### config.mk
export PLATFORM = sky130hd
export DESIGN_NAME = output_fifo
export DESIGN_NICKNAME = d
export VERILOG_FILES = /design/src/rtl/output_fifo.sv
export SDC_FILE = /design/constraint.sdc
export NUM_CORES = 1
export LEC_CHECK = 0
export CORE_UTILIZATION = 40
export CTS_BUF_LIST = sky130_fd_sc_hd__clkbuf_16
export CTS_CLUSTER_DIAMETER = 60
export DETAILED_ROUTE_END_ITERATION = 16
export DONT_BUFFER_PORTS = 1
export GPL_TIMING_DRIVEN = 1
export PLACE_DENSITY_LB_ADDON = 0.25
export SYNTH_ARGS = -nofsm -noshare
export SYNTH_HDL_FRONTEND = slang
export SYNTH_SLANG_ARGS = --single-unit
### constraint.sdc
create_clock -name clk -period 3.27 [get_ports clk]
set_input_delay 0.8175 -clock clk [delete_from_list [all_inputs] [get_ports clk]]
set_output_delay 0.8175 -clock clk [all_outputs]
set_load 0.005 [all_outputs]
### src/rtl/output_fifo.sv
// ============================================================================
// output_fifo
// ----------------------------------------------------------------------------
// Elastic output buffer placed directly after the MAC demux output port.
// Accepts the serialized result stream, throttles the demux via in_ready
// (not-full), and presents a first-word-fall-through stream to the consumer.
// The final element of every MATRIX_ROW_LENGTH-word result vector is tagged
// with out_last. Tagging follows accepted pushes only.
//
// Handshake (both sides): a transfer happens on a rising clk edge exactly
// when valid && ready are both high in the cycle before that edge. valid is
// never conditioned on ready; the sender holds its word until the transfer.
//
// Optional feature macro: OUT_FIFO_PEAK_EN
//   When defined, adds output `peak`, the occupancy high-water mark since
//   the last reset.
//
// Ports:
//   clk        in   1                 single clock, posedge
//   reset      in   1                 synchronous, active-high
//   in_data    in   DATA_LENGTH       signed result word from the demux
//   in_valid   in   1                 in_data is valid
//   in_ready   out  1                 buffer not full (demux out_ready)
//   out_data   out  DATA_LENGTH       head word, 0 when empty
//   out_valid  out  1                 head word valid (buffer not empty)
//   out_ready  in   1                 consumer accepts head word
//   out_last   out  1                 head word closes its vector
//   peak       out  $clog2(DEPTH)+1   high-water mark (OUT_FIFO_PEAK_EN)
//   count      out  $clog2(DEPTH)+1   occupancy, 0..DEPTH
// ============================================================================
module output_fifo #(
    parameter int DATA_LENGTH       = 14,
    parameter int MATRIX_ROW_LENGTH = 8,
    parameter int DEPTH             = 16
) (
    input  logic                          clk,
    input  logic                          reset,
    input  logic signed [DATA_LENGTH-1:0] in_data,
    input  logic                          in_valid,
    output logic                          in_ready,
    output logic signed [DATA_LENGTH-1:0] out_data,
    output logic                          out_valid,
    input  logic                          out_ready,
    output logic                          out_last,
`ifdef OUT_FIFO_PEAK_EN
    output logic [$clog2(DEPTH):0]        peak,
`endif
    output logic [$clog2(DEPTH):0]        count
);

    localparam int AW = $clog2(DEPTH);
    localparam int CW = AW + 1;
    localparam int VW = (MATRIX_ROW_LENGTH > 1) ? $clog2(MATRIX_ROW_LENGTH) : 1;

    localparam logic [AW-1:0] PTR_MAX  = AW'(DEPTH - 1);
    localparam logic [CW-1:0] CNT_FULL = CW'(DEPTH);
    localparam logic [VW-1:0] VCNT_MAX = VW'(MATRIX_ROW_LENGTH - 1);

    // Each entry is {last, data}.
    logic [DATA_LENGTH:0] r_mem [DEPTH];

    logic [AW-1:0] r_wr_ptr;
    logic [AW-1:0] r_rd_ptr;
    logic [CW-1:0] r_count;
    logic [VW-1:0] r_vcnt;

    logic                 w_in_ready;
    logic                 w_out_valid;
    logic                 w_push;
    logic                 w_pop;
    logic                 w_last;
    logic [CW-1:0]        w_count_next;
    logic [DATA_LENGTH:0] w_head;

    // Full/empty come from the registered count only; there is deliberately
    // no pass-through of a push when full, even if a pop happens that cycle.
    always_comb begin
        w_in_ready  = (r_count != CNT_FULL);
        w_out_valid = (r_count != '0);
        w_push      = in_valid && w_in_ready;
        w_pop       = w_out_valid && out_ready;
        w_last      = (r_vcnt == VCNT_MAX);
        w_head      = r_mem[r_rd_ptr];
        w_count_next = r_count;
        case ({w_push, w_pop})
            2'b10:   w_count_next = r_count + CW'(1);
            2'b01:   w_count_next = r_count - CW'(1);
            default: w_count_next = r_count;
        endcase
    end

    // Pointers, occupancy and vector position.
    always_ff @(posedge clk) begin
        if (reset) begin
            r_wr_ptr <= '0;
            r_rd_ptr <= '0;
            r_count  <= '0;
            r_vcnt   <= '0;
        end else begin
            r_count <= w_count_next;
            if (w_push) begin
                r_wr_ptr <= (r_wr_ptr == PTR_MAX) ? '0 : r_wr_ptr + AW'(1);
                r_vcnt   <= w_last ? '0 : r_vcnt + VW'(1);
            end
            if (w_pop) begin
                r_rd_ptr <= (r_rd_ptr == PTR_MAX) ? '0 : r_rd_ptr + AW'(1);
            end
        end
    end

    // Storage array is intentionally not reset; occupancy gates visibility.
    always_ff @(posedge clk) begin
        if (!reset && w_push) begin
            r_mem[r_wr_ptr] <= {w_last, in_data};
        end
    end

`ifdef OUT_FIFO_PEAK_EN
    logic [CW-1:0] r_peak;

    // Compare against next count so the mark tracks the edge-updated value.
    always_ff @(posedge clk) begin
        if (reset) begin
            r_peak <= '0;
        end else if (w_count_next > r_peak) begin
            r_peak <= w_count_next;
        end
    end

    assign peak = r_peak;
`endif

    assign in_ready  = w_in_ready;
    assign out_valid = w_out_valid;
    assign out_data  = w_out_valid ? w_head[DATA_LENGTH-1:0] : '0;
    assign out_last  = w_out_valid ? w_head[DATA_LENGTH] : 1'b0;
    assign count     = r_count;

endmodule

==> reports/results.ini, run 1 <==
[timing]
report.final.slew_viol_count=0
fin_skew_ps=11.6
setup_viol=0
rsz0062_at_grt=false
tns_ps=0
fin_crit_sh=0.971
hold_violations=0
holdWs_ps=361
worst_pin_slew_ps=625
timing.fmax_mhz=315
period_minus_slack_ps=3180
relSlewSlack=0.581

[global_route]
grt_pass1_wl_mm=31.9
grt_start_max_net_pins=46
grt_antenna_before_repair=0
grt_remaining_overflow=0
grtUsageTotal=0.164
grt_pass1_vias=5223

[cells_and_area]
multi_input_comb_area_sq_um=2470
layout_common_cells=edfxtp_1 (240), mux4_2 (60), buf_4 (38)
fillers=2123
insertedDiodeCount=0
seq_area_sq_um=7610
areaGrowthSynthToFinish_pct=15.1
stdcell_count=893
design_area_sq_um=11800
final_common_cell=edfxtp_1
layout-drive-gt1-share=0.304
fin_nets=574

[place]
hpwl_mm=12.8
gp_congestion=0.774
place_inst=840
portBuffers=0
place_area_sq_um=10900

[worst_setup_path]
path_delay_family=simple AND/OR/NAND/NOR gates
reg2reg_slack_ps=320
r2r-end=count[4]
start_kind=flip-flop
worstSetupPathType=flip-flop to primary output
crit_chain=or4_4, nor2_4, nor3b_2, buf_4, a221o_1
worst_path_max_delay_cell=or4_4
crit_buf_inv=1
slowest_delay_ps=600
critPathRequiredTime_ps=2450
worstRegToRegCells=10
critPathCaptureType=primary output
r2r-start=count[1]
cp_max_fo=15
worstPathArrival_ps=2360

[power_and_ir_drop]
power_density_nw_per_um2=723
p_leak_nw=3.77
ir_worst_vdd_v=0.000508

[cts]
clkTransAtPathRegs_ps=60
htree_levels=1
cts_tree=done
numCtsBuffers=27
clock_sinks=260
clk_latency_ps=520
clockRootBuffer=clkbuf_16
clock_path_buffers=3

[yosys]
synth_edf_count=240
syn_nets=527
ys.warnings.count=0
synthesis.area_sq_um=10200
syn-instance-count=497
ys_seq_area_frac=0.743
synth_seq_cells=260
async_flop_share=0
post_synth.cell_area_avg_sq_um=20.6
synth_ff_type=edfxtp_1
ys_types=42

[min_path]
hold_depth=1
worstHoldPathType=primary input to flip-flop
min_to=count[4]
min-delay-start=reset

[drt]
drtPass1Iterations=5
wl_mm=20.6
ant_nets=0
num_vias=4853
drc=0
wl_per_cell_um=23.1
drt_iter0_drc=254
vias_per_cell=5.43

[job]
maxCapViolCount=0

[floorplan]
num_rows=58
chipWidth_um=162
die_y_um=162
core_area_sq_um=25100
io-pin-count=40
initial_utilization=0.408
fp.dieArea_sq_um=26200

[status]
status=complete, no violations

-- cell type report --
type / count / area share
Clock buffer: 27 / 0.0574
Clock inverter: 21 / 0.0174
Inverter: 7 / 0.00223
Multi-Input combinational cell: 205 / 0.210
Sequential cell: 260 / 0.646
Tap cell: 330 / 0.0351
Timing Repair Buffer: 43 / 0.0320
-- kinds of logic after synthesis --
| family | synth area share |
|---|---|
| AOI/OAI and AO/OA | 0.0309 |
| xor gates and xnor gates | 0.00342 |
| adders and majority gates | 0.0154 |
| buffers and inverters | 0.0175 |
| DFF | 0.743 |
| muxes | 0.153 |
| and+or+nand+nor | 0.0359 |
-- power breakdown --
| group | switching [W] | internal, W |
|---|---|---|
| combinational | 0.000825 | 0.000846 |
| clock | 0.00121 | 0.00181 |
| sequential | 0.0000969 | 0.00372 |
-- worst max-delay path by stage --
stage              from            to  slack, ps  cells past startpoint
6_report       count[1]  out_data[10]         90                      5
5_1_grt        count[1]  out_data[10]         20                      5
4_1_cts        count[0]   out_data[2]         20                      5
3_5_place_dp   count[0]      count[4]        290                      9
3_3_place_gp   count[0]      count[4]        390                      9
2_1_floorplan     reset   r_mem[0][0]        250                      4
-- state kept, by name, indices dropped and copies added, names as in the netlist, named ones only --
name,count
r_wr_ptr,4
r_rd_ptr,4
r_vcnt,3
count,5
r_mem,240
-- routing by layer --
metal	share of wire	global-route usage
met5	0	0
met4	0.015	0.0364
met3	0.065	0.0312
met2	0.49	0.269
met1	0.43	0.227
-- stage by stage --
stage,util,setup WS (ps),power (W)
3_3_place_gp,0.432,391,0.00549
2_1_floorplan,-,252,0.00512
4_1_cts,0.469,20.6,0.00858
6_report,0.469,94.1,0.00851
3_5_place_dp,0.432,294,0.00553
5_1_grt,0.469,16.2,0.00885
-- worst register-to-register path: stages, from the launching register on --
cell and delay, ps:
dfxtp_1 390, or4_4 610, buf_4 170, o21ai_1 140, inv_1 60, ha_1 270, ha_1 350, a21oi_1 180
a21oi_1 100, or4_1 470, a21oi_1 150
-- what timing repair did --
action / 4_1_cts / 5_1_grt
buffers inserted: 3 / 2
pin swaps: 0 / 1
resized for setup: 2 / 0
hold buffers: 0 / 0
setup endpoints to repair: 15 / 4
-- synth_stat cells, drive strengths merged (7+ instances only) --
master / number / area (sq um)
buf: 17 / 123
nand2: 11 / 41.3
edfxtp: 240 / 7210
inv: 7 / 26.3
dfxtp: 20 / 400
a21oi: 11 / 55.1
nor2b: 15 / 93.8
ha: 11 / 138
mux4: 60 / 1350
nor2: 25 / 104
clkbuf: 8 / 30.0
a221o: 15 / 150
mux2: 15 / 169
Note: power is estimated with default switching activity, not from simulation.
==> run 2: changes to the inputs <==
Settings changed: CELL_PAD_IN_SITES_DETAIL_PLACEMENT set to 2, CELL_PAD_IN_SITES_GLOBAL_PLACEMENT set to 2, PLACE_DENSITY set to 0.74, PLACE_DENSITY_LB_ADDON 0.25 to unset, SLEW_MARGIN set to 20.
==> run 2 against run 1 <==
Global-route usage grew 5.2 points. Sequential share of layout area shrank 0.20 points. Sequential cell count is the same. Combinational power grew 5%. Critical endpoint is now out_data[12]. Worst hold slack lost 11 ps. Sequential power is essentially flat. Register-to-register slack is essentially flat. Power grew 0.15%. Critical path type unchanged. Final area grew 0.33%. Die area is the same. Clock skew grew 6.1 ps. Final cell count grew 0.22%.
==> reports/results.ini, run 2 (synthesis gave the netlist of run 1 again) <==
[place]
portBuffers=0  ; unchanged
hpwl_mm=16.6  ; was 12.8 mm
gp_congestion=0.703  ; was 0.774

[drt]
drc=0  ; unchanged
num_vias=5101  ; was 4853
wl_per_cell_um=30.3  ; was 23.1 um
wl_mm=27.1  ; was 20.6 mm
vias_per_cell=5.70  ; was 5.43
ant_nets=0  ; unchanged
drt_iter0_drc=434  ; was 254
drtPass1Iterations=4  ; was 5

[floorplan]
fp.dieArea_sq_um=26200  ; unchanged
io-pin-count=40  ; unchanged
chipWidth_um=162  ; unchanged
initial_utilization=0.408  ; unchanged
die_y_um=162  ; unchanged
num_rows=58  ; unchanged
core_area_sq_um=25100  ; unchanged

[status]
status=complete, no violations  ; unchanged

[worst_setup_path]
worst_path_max_delay_cell=or4_4  ; unchanged
slowest_delay_ps=610  ; was 600 ps
worstPathArrival_ps=2390  ; was 2360 ps
worstRegToRegCells=9  ; was 10
critPathCaptureType=primary output  ; unchanged
r2r-start=count[1]  ; unchanged
critPathRequiredTime_ps=2450  ; about the same
r2r-end=count[4]  ; unchanged
reg2reg_slack_ps=330  ; was 320 ps
start_kind=flip-flop  ; unchanged
crit_chain=or4_4, o211ai_4, buf_8, nor2b_1, a221o_1  ; was or4_4, nor2_4, nor3b_2, buf_4, a221o_1
cp_max_fo=15  ; unchanged
worstSetupPathType=flip-flop to primary output  ; unchanged

[cells_and_area]
insertedDiodeCount=0  ; unchanged
layout-drive-gt1-share=0.301  ; was 0.304
fin_nets=574  ; unchanged
areaGrowthSynthToFinish_pct=15.5  ; was 15.1%
layout_common_cells=edfxtp_1 (240), mux4_2 (60), buf_4 (34)  ; was edfxtp_1 (240), mux4_2 (60), buf_4 (38)
final_common_cell=edfxtp_1  ; unchanged
largest_register=r_mem  ; unchanged
fillers=2260  ; was 2123
largest_reg_flops=240  ; unchanged

[global_route]
grt_start_max_net_pins=46  ; unchanged
grt_pass1_vias=5738  ; was 5223
grtUsageTotal=0.215  ; was 0.164
grt_pass1_wl_mm=40.0  ; was 31.9 mm
grt_remaining_overflow=0  ; unchanged
grt_antenna_before_repair=0  ; unchanged

[timing]
hold_violations=0  ; unchanged
tns_ps=0  ; unchanged
relSlewSlack=0.503  ; was 0.581
fin_skew_ps=17.7  ; was 11.6 ps
rsz0062_at_grt=false  ; unchanged
fin_crit_sh=0.981  ; was 0.971
report.final.slew_viol_count=0  ; unchanged
timing.fmax_mhz=312  ; was 315 MHz
holdWs_ps=350  ; was 361 ps
period_minus_slack_ps=3210  ; was 3180 ps
worst_pin_slew_ps=742  ; was 625 ps
setup_viol=0  ; unchanged

[min_path]
min_to=r_vcnt[1]  ; was count[4]
worstHoldPathType=primary input to flip-flop  ; unchanged
min-delay-start=reset  ; unchanged
hold_depth=1  ; unchanged

[job]
maxCapViolCount=0  ; unchanged

[cts]
clock_sinks=260  ; unchanged
clk_latency_ps=540  ; was 520 ps
htree_levels=1  ; unchanged
cts_tree=done  ; unchanged
numCtsBuffers=27  ; unchanged
clock_path_buffers=3  ; unchanged
clockRootBuffer=clkbuf_16  ; unchanged
clkTransAtPathRegs_ps=60  ; about the same
cts_hold_buf=0  ; unchanged

[power_and_ir_drop]
ir_worst_vdd_v=0.000421  ; was 0.000508 V
p_leak_nw=3.79  ; was 3.77 nW
power_density_nw_per_um2=721  ; was 723 nW/um^2

[run 2: how the worst max path moves through the flow]
stage | depth (start not counted) | slack, ps | to | start
2_1_floorplan | 4 | 250 | r_mem[0][0] | reset
6_report | 5 | 60 | out_data[12] | count[1]
3_3_place_gp | 9 | 370 | count[4] | count[0]
4_1_cts | 5 | 2 | out_data[12] | count[2]
3_5_place_dp | 9 | 170 | count[4] | count[0]
5_1_grt | 5 | 10 | out_data[12] | count[1]
[run 2: final cells by class]
class | instances | area, sq um | area share
Clock buffer | 27 | 676 | 0.0572
Sequential cell | 260 | 7610 | 0.644
Inverter | 7 | 26.3 | 0.00222
Multi-Input combinational cell | 205 | 2470 | 0.209
Tap cell | 330 | 413 | 0.0349
Clock inverter | 23 | 165 | 0.0140
Timing Repair Buffer | 43 | 454 | 0.0384
[run 2: power breakdown]
| group | total, W | internal, W | switching, W | leakage [nW] |
|---|---|---|---|---|
| Clock | 0.00294 | 0.00166 | 0.00128 | 0.432 |
| Sequential | 0.00382 | 0.00372 | 0.000101 | 2.32 |
| Combinational | 0.00176 | 0.000882 | 0.000882 | 1.04 |
[run 2: critical path, delay by kind of cell, from the launching register on]
family	cells	cell delay, ps
compound gates	2	560
buf+inv	1	220
flops	1	390
simple gates	2	690
[run 2: per-stage QoR]
stage / utilization / cell area (sq um) / power (W) / worst slack, ps / instances
detailed placement: 0.432 / 10800 / 0.00556 / 174 / 838
global placement: 0.432 / 10800 / 0.00548 / 370 / 838
CTS: 0.470 / 11800 / 0.00860 / 2.26 / 894
finish: 0.471 / 11800 / 0.00853 / 63.3 / 895
global route: 0.471 / 11800 / 0.00883 / 13.1 / 895
floorplan: - / 10200 / 0.00512 / 252 / 497
[run 2: what timing repair did]
item,CTS,global route
endpoints found under the setup margin,15,4
pin swaps,1,2
setup buffers,4,1
cloned,2,0
gates resized for setup,3,3
[run 2: metal layers]
metal | wire length (um) | GRT usage | up-vias | share of wire
met5 | 0 | 0 | - | 0
met4 | 651 | 0.0665 | 0 | 0.024
met3 | 1360 | 0.0383 | 48 | 0.050
met2 | 14400 | 0.385 | 139 | 0.53
met1 | 10700 | 0.265 | 2776 | 0.39
li1 | - | - | 2138 | -
==> run 3: changes to the inputs <==
Settings changed: CAP_MARGIN set to 20, PLACE_DENSITY 0.74 to 0.76.
Clock period 3.27 ns to 2.9 ns, I/O delays scaled along.
==> run 3 against run 2 <==
Via count barely moved. Highest routed layer unchanged. Critical path depth rose by 1. Core utilization rose by 0.41 points. Sequential share of layout area fell by 0.55 points. Register-to-register slack got worse by 240 ps. Clock skew fell by 8.1 ps. The run now ends with setup timing left.
==> reports/results.ini, run 3 (synthesis gave the netlist of run 1 again) <==
[floorplan]
num_rows=58  ; unchanged
core_area_sq_um=25100  ; unchanged
chipWidth_um=162  ; unchanged
fp.dieArea_sq_um=26200  ; unchanged
initial_utilization=0.408  ; unchanged
io-pin-count=40  ; unchanged
die_y_um=162  ; unchanged

[cells_and_area]
fin_nets=581  ; was 574
stdcell_count=902  ; was 895
final_common_cell=edfxtp_1  ; unchanged
design_area_sq_um=11900  ; was 11800 sq um
largest_reg_flops=240  ; unchanged
insertedDiodeCount=0  ; unchanged
layout_common_cells=edfxtp_1 (240), mux4_2 (60), buf_4 (40)  ; was edfxtp_1 (240), mux4_2 (60), buf_4 (34)
largest_register=r_mem  ; unchanged
layout-drive-gt1-share=0.316  ; was 0.301
areaGrowthSynthToFinish_pct=16.5  ; was 15.5%

[worst_setup_path]
reg2reg_slack_ps=90  ; was 330 ps
worstRegToRegCells=9  ; unchanged
timing.critical_path.from=count[0]  ; was count[1]
worstPathArrival_ps=2400  ; was 2390 ps
cp_max_fo=15  ; unchanged
critPathRequiredTime_ps=2170  ; was 2450 ps
start_kind=flip-flop  ; unchanged
critPathCaptureType=primary output  ; unchanged
r2r-end=count[4]  ; unchanged
r2r-start=count[0]  ; was count[1]
worstSetupPathType=flip-flop to primary output  ; unchanged

[timing]
setup_viol=15  ; was 0
holdWs_ps=248  ; was 350 ps
period_minus_slack_ps=3130
hold_violations=0  ; unchanged
worst_pin_slew_ps=655  ; was 742 ps
rsz0062_at_grt=true  ; was false
fin_crit_sh=1.08
timing.fmax_mhz=320
fin_skew_ps=9.55  ; was 17.7 ps
final.setup.worst_slack_ps=-227  ; was 63.3 ps
relSlewSlack=0.563  ; was 0.503
report.final.slew_viol_count=0  ; unchanged

[status]
status=complete, but fails checks  ; was complete, no violations
violations=setup timing

[drt]
vias_per_cell=5.65  ; was 5.70
wl_per_cell_um=30.7  ; was 30.3 um
drt_iter0_drc=413  ; was 434
ant_nets=0  ; unchanged
drc=0  ; unchanged
num_vias=5096  ; was 5101
drtPass1Iterations=4  ; unchanged
wl_mm=27.7  ; was 27.1 mm

[cts]
clockRootBuffer=clkbuf_16  ; unchanged
clk_latency_ps=540  ; about the same
htree_levels=1  ; unchanged
clkTransAtPathRegs_ps=60  ; about the same
numCtsBuffers=28  ; was 27
cts_tree=done  ; unchanged
clock_sinks=260  ; unchanged
clock_path_buffers=3  ; unchanged

[place]
portBuffers=0  ; unchanged
place_area_sq_um=10900  ; was 10800 sq um
place_inst=842  ; was 838
hpwl_mm=17.2  ; was 16.6 mm
gp_congestion=0.716  ; was 0.703
pre_cts_ws_ps=28.9  ; was 174 ps

[power_and_ir_drop]
ir_worst_vdd_v=0.000449  ; was 0.000421 V
power_density_nw_per_um2=835  ; was 721 nW/um^2
p_leak_nw=3.85  ; was 3.79 nW
total_power_w=0.00995  ; was 0.00853 W

[min_path]
min-delay-start=reset  ; unchanged
hold_depth=1  ; unchanged
min_to=count[0]  ; was r_vcnt[1]
worstHoldPathType=primary input to flip-flop  ; unchanged

[job]
maxCapViolCount=0  ; unchanged

[global_route]
grt_antenna_before_repair=0  ; unchanged
grt_pass1_wl_mm=40.7  ; was 40.0 mm
grtUsageTotal=0.221  ; was 0.215
grt_pass1_vias=5924  ; was 5738
grt_start_max_net_pins=46  ; unchanged
grt_remaining_overflow=0  ; unchanged

run 3: cell type report:
cell class / instances / area, sq um
tap: 330 / 413
fill: 2272 / 13200
inverter: 7 / 26.3
clock inverter: 20 / 146
sequential: 260 / 7610
multi-input combinational: 205 / 2500
clock buffer: 31 / 776
timing repair buffer: 49 / 445
run 3: worst max path at each step:
stage                         to  slack, ps  cells after the start
detailed placement      count[4]         30                      9
finish              out_data[12]       -230                      6
floorplan               count[4]         40                     10
global route         out_data[2]       -280                      5
CTS                 out_data[11]       -260                      5
global placement        count[4]        180                      9
run 3: where the power goes:
group,internal [W],switching [W],leakage [nW]
sequential,0.00419,0.0000718,2.32
clock,0.00209,0.00148,0.459
combinational,0.00103,0.00108,1.07
total,0.00732,0.00263,3.85
run 3: timing repair:
action / 4_1_cts / 5_1_grt
cloned: 1 / 0
setup buffers: 8 / 2
resized for setup: 12 / 4
endpoints found under the setup margin: 15 / 16
hold buffers: 0 / 0
pin swaps: 2 / 2
run 3: per-stage QoR:
step | TNS [ps] | utilization
after floorplan | 0 | -
after global placement | 0 | 0.433
after detailed placement | 0 | 0.433
after CTS | -3040 | 0.474
after global routing | -3590 | 0.475
final | -2620 | 0.475
run 3: critical path: stages, from the launching register on:
cell	delay [ps]
dfxtp_2	320
or4_4	570
buf_6	160
o211ai_4	180
buf_12	200
nor2b_1	70
a221o_1	350
run 3: per-layer routing:
| metal | part of all wire | GRT usage | routed length (um) | vias up |
|---|---|---|---|---|
| met1 | 0.38 | 0.270 | 10600 | 2748 |
| li1 | - | - | - | 2151 |
| met5 | 0 | 0 | 0 | - |
| met3 | 0.052 | 0.0358 | 1440 | 48 |
| met4 | 0.027 | 0.0630 | 762 | 0 |
| met2 | 0.54 | 0.403 | 14900 | 149 |
